<file path="config.mk">
export PLATFORM = sky130hd
export DESIGN_NAME = xtea_word_bridge
export DESIGN_NICKNAME = d
export VERILOG_FILES = /design/src/rtl/xtea_word_bridge.sv
export SDC_FILE = /design/constraint.sdc
export NUM_CORES = 1
export LEC_CHECK = 0
export CORE_MARGIN = 10
export CORE_UTILIZATION = 30
export CTS_BUF_LIST = sky130_fd_sc_hd__clkbuf_8 sky130_fd_sc_hd__clkbuf_16
export DETAILED_ROUTE_END_ITERATION = 8
export DONT_BUFFER_PORTS = 1
export PLACE_DENSITY_LB_ADDON = 0.05
export RECOVER_POWER = 25
export SETUP_SLACK_MARGIN = 0.4
export SLEW_MARGIN = 20
export SYNTH_ARGS = -nofsm -noshare
export SYNTH_HDL_FRONTEND = slang
export SYNTH_SLANG_ARGS = --single-unit
export TNS_END_PERCENT = 1
</file>
<file path="constraint.sdc">
create_clock -name clock -period 15.7 [get_ports clock]
set_input_delay 1.57 -clock clock [delete_from_list [all_inputs] [get_ports clock]]
set_output_delay 1.57 -clock clock [all_outputs]
set_load 0.005 [all_outputs]
</file>
<file path="src/rtl/xtea_word_bridge.sv">
// Word-serial front end for the 128-bit XTEA core: packs 32-bit key/data words into
// the core's registers, launches one operation, and streams the result back out.
module xtea_word_bridge #(
  parameter int WORD_SIZE = 128,
  parameter int BUS_WIDTH = 32
) (
  input  logic                 clock,
  input  logic                 reset,
  input  logic [BUS_WIDTH-1:0] s_data,
  input  logic                 s_is_key,
  input  logic                 s_valid,
  output logic                 s_ready,
  input  logic                 cfg_enc_dec,
  output logic [BUS_WIDTH-1:0] m_data,
  output logic                 m_valid,
  output logic                 m_last,
  input  logic                 m_ready,
  output logic [WORD_SIZE-1:0] x_data_in,
  output logic [WORD_SIZE-1:0] x_key,
  output logic                 x_start,
  output logic                 x_enc_dec,
  input  logic                 x_ready,
  input  logic [WORD_SIZE-1:0] x_data_out,
  output logic                 busy,
  output logic [15:0]          blk_count
);

  localparam logic [2:0] FILL    = 3'd0;
  localparam logic [2:0] START   = 3'd1;
  localparam logic [2:0] WAIT    = 3'd2;
  localparam logic [2:0] CAPTURE = 3'd3;
  localparam logic [2:0] DRAIN   = 3'd4;

  logic [2:0]           state;
  logic [1:0]           dcnt;
  logic [1:0]           ocnt;
  logic [WORD_SIZE-1:0] obuf;

  // Every handshake output is a pure decode of the state, so none needs its own flop.
  assign s_ready = (state == FILL);
  assign x_start = (state == START);
  assign m_valid = (state == DRAIN);
  assign busy    = (state != FILL);
  assign m_last  = m_valid && (ocnt == 2'd3);
  assign m_data  = obuf[WORD_SIZE-1 -: BUS_WIDTH];

  // NOTE: all state below uses non-blocking assignments so every register samples the
  // pre-edge values; blocking here would let later statements see half-updated state.
  always_ff @(posedge clock or posedge reset) begin
    if (reset) begin
      state     <= FILL;
      dcnt      <= 2'd0;
      ocnt      <= 2'd0;
      x_key     <= '0;
      x_data_in <= '0;
      x_enc_dec <= 1'b0;
      // NOTE: obuf is a datapath register but drives m_data directly, so it is reset
      // to give m_data a defined value; datapath regs without visible outputs need not be.
      obuf      <= '0;
      blk_count <= 16'd0;
    end else begin
      case (state)
        FILL: begin
          if (s_valid) begin
            if (s_is_key) begin
              x_key <= {x_key[WORD_SIZE-BUS_WIDTH-1:0], s_data};
            end else begin
              x_data_in <= {x_data_in[WORD_SIZE-BUS_WIDTH-1:0], s_data};
              dcnt      <= dcnt + 2'd1;
              if (dcnt == 2'd3) begin
                x_enc_dec <= cfg_enc_dec;
                state     <= START;
              end
            end
          end
        end
        START: state <= WAIT;
        WAIT: begin
          if (x_ready) state <= CAPTURE;
        end
        CAPTURE: begin
          // The core's data_out settles on the edge that ends its ready cycle.
          obuf  <= x_data_out;
          state <= DRAIN;
        end
        DRAIN: begin
          if (m_ready) begin
            obuf <= {obuf[WORD_SIZE-BUS_WIDTH-1:0], {BUS_WIDTH{1'b0}}};
            ocnt <= ocnt + 2'd1;
            if (ocnt == 2'd3) begin
              blk_count <= blk_count + 16'd1;
              state     <= FILL;
            end
          end
        end
        default: state <= FILL;
      endcase
    end
  end

endmodule
</file>
* After elaboration in Yosys (flattened, before gate mapping)
Cells that the tools add are included.
** Operators by class
- Add/sub/neg operators :: 3
- Equality and inequality tests :: 12
- Mux-type cells :: 9
- Bitwise operators :: 1
- Reduce and logical (&&, ||, !) cells :: 11
** Operators by type and width (count)
- 128-bit one-hot mux with 2 select lines :: 1
- 128-bit 2-to-1 mux :: 1
- 3-bit 2-to-1 mux :: 6
- 16-bit by 1-bit adder with 16-bit output, second input constant :: 1
- 3-bit one-hot mux with 5 select lines :: 1
- 3-bit AND reduction :: 3
- 3-bit by 2-bit equality test with 1-bit output, second input constant :: 2
- 2-bit by 1-bit != test with 1-bit output, second input constant :: 3
- 2-bit != test, second input constant :: 3
- 6-bit AND reduction :: 1
- 2-bit by 1-bit adder with 2-bit output, second input constant :: 2
- 2-bit equality test, second input constant :: 2
- 2-bit AND reduction :: 2
- 4-bit AND reduction :: 1
- 3-bit by 1-bit equality test with 1-bit output, second input constant :: 1
- 3-bit equality test, second input constant :: 1
- 3-bit zero test :: 1
- 3-bit nonzero test :: 1
- 2-bit nonzero test :: 1
- 1-bit logical AND :: 1
- 1-bit NOT :: 1
** Storage, ports and cells
- Bits in registers :: 408
- Bits of input ports :: 167
- Output and inout bits :: 310
- Logic and storage cells :: 44

* Logic depth before layout (Yosys ltp)
Gate-level depths: netlist of run 1.
- Word-level depth :: 5
- Gate-level depth with buffers :: 8
- Gate-level depth less buffers :: 5

* Worst setup path after synthesis of run 1
No wires, ideal clock.
- Path type :: reg2out
- Start point :: register state[1]
- End point :: output port m_last
- Arrival time :: 1481 ps
- Data required time :: 14130 ps
- Setup slack :: 12649 ps
- Stages on the path, launching flop included :: 6
- Buffers on the path :: 2
- Cells stage by stage :: dfrtp_1 -> or3b_4 -> inv_2 -> buf_2 -> buf_2 -> and2_1
** On the way
- Longest elaborated chain between the ends :: 2
** Ends and longest elaborated chain
- start: declaration :: RTL line 34 : logic [2:0] state;
- start signal: assignment :: RTL line 51 : state <= FILL;
- start signal: assignment :: RTL line 72 : state <= START;
- start signal: assignment :: RTL line 77 : START: state <= WAIT;
- 3-bit equality test :: RTL line 42 : assign m_valid = (state == DRAIN);
- net m_valid :: RTL line 15 : output logic m_valid,
- 1-bit logical AND :: RTL line 44 : assign m_last = m_valid && (ocnt == 2'd3);
- end: declaration :: RTL line 16 : output logic m_last,
The timed path passes the listed nets, and every way through them passes these cells.

==> results of run 1 <==
[cells in the mapped netlist (all sizes together), types with 2 or more instances]
| master | count |
|---|---|
| nand4 | 4 |
| o21ai | 96 |
| and3 | 2 |
| clkbuf | 22 |
| a21oi | 2 |
| xor2 | 6 |
| inv | 4 |
| nand2 | 102 |
| nor3 | 4 |
| ha | 3 |
| mux2i | 96 |
| xnor2 | 12 |
| nand3 | 5 |
| nor2 | 8 |
| buf | 78 |
| dfrtp | 408 |
| nand3b | 2 |
| mux2 | 260 |
| a22o | 32 |
[per-layer routing]
metal / wire length, um / GRT usage [%] / share of wire, %
met2: 22600 / 22.9 / 47
met4: 915 / 4.38 / 1.9
met5: 13 / 0 / 0.027
met1: 18500 / 17.0 / 39
met3: 5830 / 7.93 / 12
[power by group through the flow]
stage / registers (uW) / logic (uW) / clock network (uW)
2_1_floorplan: 1860 / 784 / 0
3_3_place_gp: 2160 / 821 / 0
3_5_place_dp: 2160 / 841 / 0
4_1_cts: 2140 / 844 / 1190
5_1_grt: 2200 / 942 / 1240
6_report: 2110 / 831 / 1150
[final cells by class]
class / count / area [um2] / share of cell area, %
Clock buffer: 72 / 1570 / 8.54
Antenna cell: 4 / 10.0 / 0.0546
Timing Repair Buffer: 9 / 85.1 / 0.464
Multi-Input combinational cell: 644 / 5460 / 29.8
Clock inverter: 16 / 104 / 0.567
Sequential cell: 408 / 10200 / 55.7
Inverter: 4 / 17.5 / 0.0956
Tap cell: 696 / 871 / 4.75
[kinds of logic after synthesis]
logic type / count (synthesis) / synth area share (%)
DFF: 408 / 62.9
muxes: 356 / 23.9
and+or+nand+nor: 136 / 3.66
AOI/OAI and AO/OA: 131 / 4.82
buffers and inverters: 104 / 3.51
xor gates and xnor gates: 18 / 0.971
adders and majority gates: 3 / 0.231
[registers in the layout (all words and copies together), names as in the netlist]
| name | flops |
|---|---|
| ocnt | 2 |
| dcnt | 2 |
| obuf | 128 |
| x_enc_dec | 1 |
| state | 3 |
| blk_count | 16 |
| x_key | 128 |
| x_data_in | 128 |
[worst min-delay path by stage]
stage / from / depth (start not counted) / to
final: obuf[53] / 2 / obuf[53]
after global placement: obuf[61] / 2 / obuf[61]
after floorplan: obuf[32] / 2 / obuf[32]
after global routing: ocnt[0] / 1 / ocnt[0]
after detailed placement: obuf[61] / 2 / obuf[61]
after CTS: ocnt[0] / 1 / ocnt[0]
[through the flow]
| step | instances | utilization [%] | cell area (um2) | setup WS [ns] |
|---|---|---|---|---|
| floorplan | 1156 | - | 16200 | 2.78 |
| finish | 1853 | 34.1 | 18300 | 7.71 |
| global route | 1851 | 34.1 | 18300 | 6.17 |
| detailed placement | 1761 | 31.0 | 16700 | 11.72 |
| global placement | 1761 | 31.0 | 16700 | 11.69 |
| CTS | 1849 | 34.2 | 18300 | 11.75 |
==> impl_metrics.yaml, run 1 <==
worst_setup_path:
  critPathMaxStageDelay_ns: 3.22
  path_delay_family: "buffers and inverters"
  critPathSlowestCell: "clkbuf_1"
  cp_num_buf_inv: 2
  crit_cells: 2
  reg2regPathDepth: 5
  cp.required_ns: 15.34
  timing.rr.end: "obuf[89]"
  critPathCaptureType: "asynchronous set/reset pin"
  endpoint: "obuf[94]"
  rrSetupSlack_ns: 10.19
  start_kind: "input port"
  path_max_fanout: 103
  path_cells: "clkinvlp_2 -> clkbuf_1"
  timing.rr.start: "state[1]"
  crit_type: "in -> async"
  arrival_ns: 7.63
  crit_start: "reset"
sta:
  hold_violations: 0
  rsz0062_at_grt: "false"
  fin_skew_ns: 0.0126
  max_freq_mhz: 125
  whs_ns: 0.479
  setup-violations-final: 0
  fin_crit_ns: 7.99
  post-route-period-util_pct: 50.9
  tightestPinTransition_ns: 4.82
  slew_headroom_pct: -223
  setup_tns_ns: 0
  slew_violations: 236
synthesis:
  synth-seq-area-share_pct: 62.9
  syn_area_per_cell_um2: 14.0
  ys_async_sr_fraction_pct: 100
  yosys.cell_types.count: 35
  yosysTopAreaCellShare_pct: 62.9
  synth_area_um2: 16200
  ys_seq_elements: 408
  ys_warn_count: 0
  synth_edf_count: 0
  synth-main-ff-cell: "dfrtp_1"
  syn_nets: 1326
  netlist_instances: 1156
  ys_top_cells_by_area: "dfrtp_1, mux2_2, mux2i_1"
  yosysTopAreaCell: "dfrtp_1"
cts:
  cts_repair_resize_count: 0
  cts.sinks: 408
  clk_latency_ns: 0.57
  root_buffer: "clkbuf_16"
  cts_hold_buf: 0
  cts_tree: "yes"
  cts-root-to-sink-buffers: 3
  cts_made_buffers: 49
  htree_levels: 2
  clkTransAtPathRegs_ns: 0.06
  postCtsSetupRepairBufs: 0
floorplan:
  die_height_um: 253
  die-area_um2: 63800
  start_util_pct: 30.2
  die_width_um: 253
  rows: 85
  io_pins: 477
  core_um2: 53700
layout:
  finalNetCount: 1286
  fill_cells: 5265
  mostFrequentLayoutCells: "dfrtp_1, mux2_2, nand2_1"
  area_delta_synth_final_pct: 12.8
  drive_above_1_share_pct: 30.6
  final_common_cell: "dfrtp_1"
routing:
  wire_per_inst_um: 25.8
  ant_nets: 0
  vias: 8712
  dr.pass1.iters: 4
  drtIter0Drc: 430
  drcViolationCount: 0
  vias_per_cell: 4.70
  routed_wl_mm: 47.9
run_status:
  status: "finished, violations left"
  violations: "max-capacitance violations, max-slew violations"
global_route:
  grt_max_degree: 225
  grt_pass1_vias: 9158
  antenna_found_initial: 2
  grt_overflow: 0
  grt.total_usage_pct: 14.6
  grt_first_pass_wirelength_mm: 69.3
power_and_ir_drop:
  leakage_uw: 0.00792
  p_seq_share_pct: 51.6
  power_density_nw_per_um2: 223
  p_sw_share_pct: 33.1
  combinationalPowerShare_pct: 20.3
  clockPowerShare_pct: 28.1
  ir_drop_uv: 84.9
  switching_power_uw: 1350
  intPower_uw: 2740
  total_power_uw: 4090
placement:
  gp_congestion: 0.741
  portBuffers: 0
  place_hpwl_mm: 34.0
worst_hold_path:
  min_path_type: "reg -> reg"
flow_run:
  max_cap_viol_count: 4
Note: power is estimated with default switching activity, not from simulation.
==> run 2, diff against run 1 <==
- clock period: 15.7 -> 7.4 ns (I/O delays scaled with it)
==> run 2 against run 1 <==
Net effect: the flow still finishes with violations (max-capacitance violations, max-slew violations); first-iteration DRC count is 6.5% higher; sequential power rose by 110%; final area is essentially flat; via count increased by 0.39%; critical endpoint is now obuf[95]; largest power group unchanged.
==> impl_metrics.yaml, run 2 (synthesis results as in run 1) <==
cts:
  cts_repair_resize_count: 0
  postCtsSetupRepairBufs: 0
  root_buffer: "clkbuf_16"
  cts_made_buffers: 48
  cts.sinks: 408
  htree_levels: 2
  cts_hold_buf: 0
  cts_tree: "yes"
  clk_latency_ns: 0.57
  cts-root-to-sink-buffers: 3
  clkTransAtPathRegs_ns: 0.06
worst_setup_path:
  start_kind: "input port"
  critPathCaptureType: "asynchronous set/reset pin"
  path_cells: "clkinvlp_2 -> clkbuf_2"
  crit_type: "in -> async"
  rrSetupSlack_ns: 4.08
  path_delay_family: "buffers and inverters"
  cp.required_ns: 7.36
  arrival_ns: 4.10
  reg2regPathDepth: 5
  path_max_fanout: 122
  crit_cells: 2
  critPathSlowestCell: "clkbuf_2"
  cp_num_buf_inv: 2
  critPathMaxStageDelay_ns: 2.34
sta:
  slew_headroom_pct: -113
  post-route-period-util_pct: 55.9
  fin_crit_ns: 4.13
  max_freq_mhz: 242
  slew_violations: 197
  rsz0062_at_grt: "false"
  hold_violations: 0
  tightestPinTransition_ns: 3.19
  setup_tns_ns: 0
  fin_skew_ns: 0.00718
  fin_ws_ns: 3.27
  setup-violations-final: 0
layout:
  finalNetCount: 1286
  final_common_cell: "dfrtp_1"
  mostFrequentLayoutCells: "dfrtp_1, mux2_2, nand2_1"
  area_delta_synth_final_pct: 12.9
  top_regs: "obuf (128), x_data_in (128), x_key (128)"
  fill_cells: 5281
  final_util_pct: 34.1
  drive_above_1_share_pct: 30.8
routing:
  wire_per_inst_um: 25.9
  drtIter0Drc: 458
  ant_nets: 0
  routed_wl_mm: 47.9
  vias: 8746
  dr.pass1.iters: 4
  drcViolationCount: 0
  vias_per_cell: 4.72
global_route:
  antenna_found_initial: 3
  grt.total_usage_pct: 14.6
  grt_overflow: 0
  grt_max_degree: 214
  grt_first_pass_wirelength_mm: 69.4
  grt_pass1_vias: 9147
floorplan:
  io_pins: 477
  die-area_um2: 63800
  core_um2: 53700
  die_width_um: 253
  die_height_um: 253
  start_util_pct: 30.2
  rows: 85
placement:
  gp_congestion: 0.737
  place_hpwl_mm: 33.7
  portBuffers: 0
  place_ws_ns: 3.82
run_status:
  violations: "max-capacitance violations, max-slew violations"
  status: "finished, violations left"
worst_hold_path:
  min_path_type: "in -> reg"
  holdPathStages: 1
power_and_ir_drop:
  leakage_uw: 0.00795
  power_density_nw_per_um2: 470
  ir_drop_uv: 210
flow_run:
  max_cap_viol_count: 3
-- run 2: changes by cell type in the layout (fill, tap and decap cells not counted), sizes merged --
| cell | change |
|---|---|
| buf | +1 |
| inv | +4 |
| diode | -3 |
| clkinv | +1 |
| clkinvlp | -3 |
| clkbuf | -1 |
-- run 2: where the power goes --
part	leakage, uW	internal (uW)	switching, uW
Combinational	0.00208	1000	741
Sequential	0.00501	3300	1160
Clock	0.000858	1450	955
Total	0.00795	5760	2860
-- run 2: metrics by stage --
stage          hold slack, ns  std cells  total power [uW]  cell area [um2]
3_3_place_gp            0.462       1761              6300            16700
6_report                0.307       1852              8620            18300
2_1_floorplan           0.450       1156              5610            16200
5_1_grt                 0.265       1852              9230            18300
3_5_place_dp            0.470       1761              6340            16700
4_1_cts                 0.154       1850              8820            18300
-- run 2: worst paths after layout --
check / start / end
worst max register to register: state[1] / x_key[65]
worst max-delay path: reset / obuf[95]
max in group clock: state[1] / x_key[65]
min in group asynchronous: reset / x_data_in[127]
worst min-delay path: x_data_out[4] / obuf[4]
worst min register to register: obuf[34] / obuf[34]
-- run 2: area by class of cell --
class                      count  area (um2)  share of cell area [%]
tap                          696         871                    4.75
antenna                        1        2.50                  0.0137
multi-input combinational    644        5470                    29.8
inverter                       4        21.3                   0.116
sequential                   408       10200                    55.7
clock inverter                18         114                   0.621
timing repair buffer          10         114                   0.621
clock buffer                  71        1530                    8.34
-- run 2: per-layer routing --
metal | up-vias | wire length [um] | GRT usage, %
met2 | 291 | 22600 | 22.9
met3 | 70 | 6120 | 8.63
met1 | 4426 | 18200 | 16.7
li1 | 3955 | - | -
met4 | 4 | 1000 | 3.83
met5 | - | 23 | 0
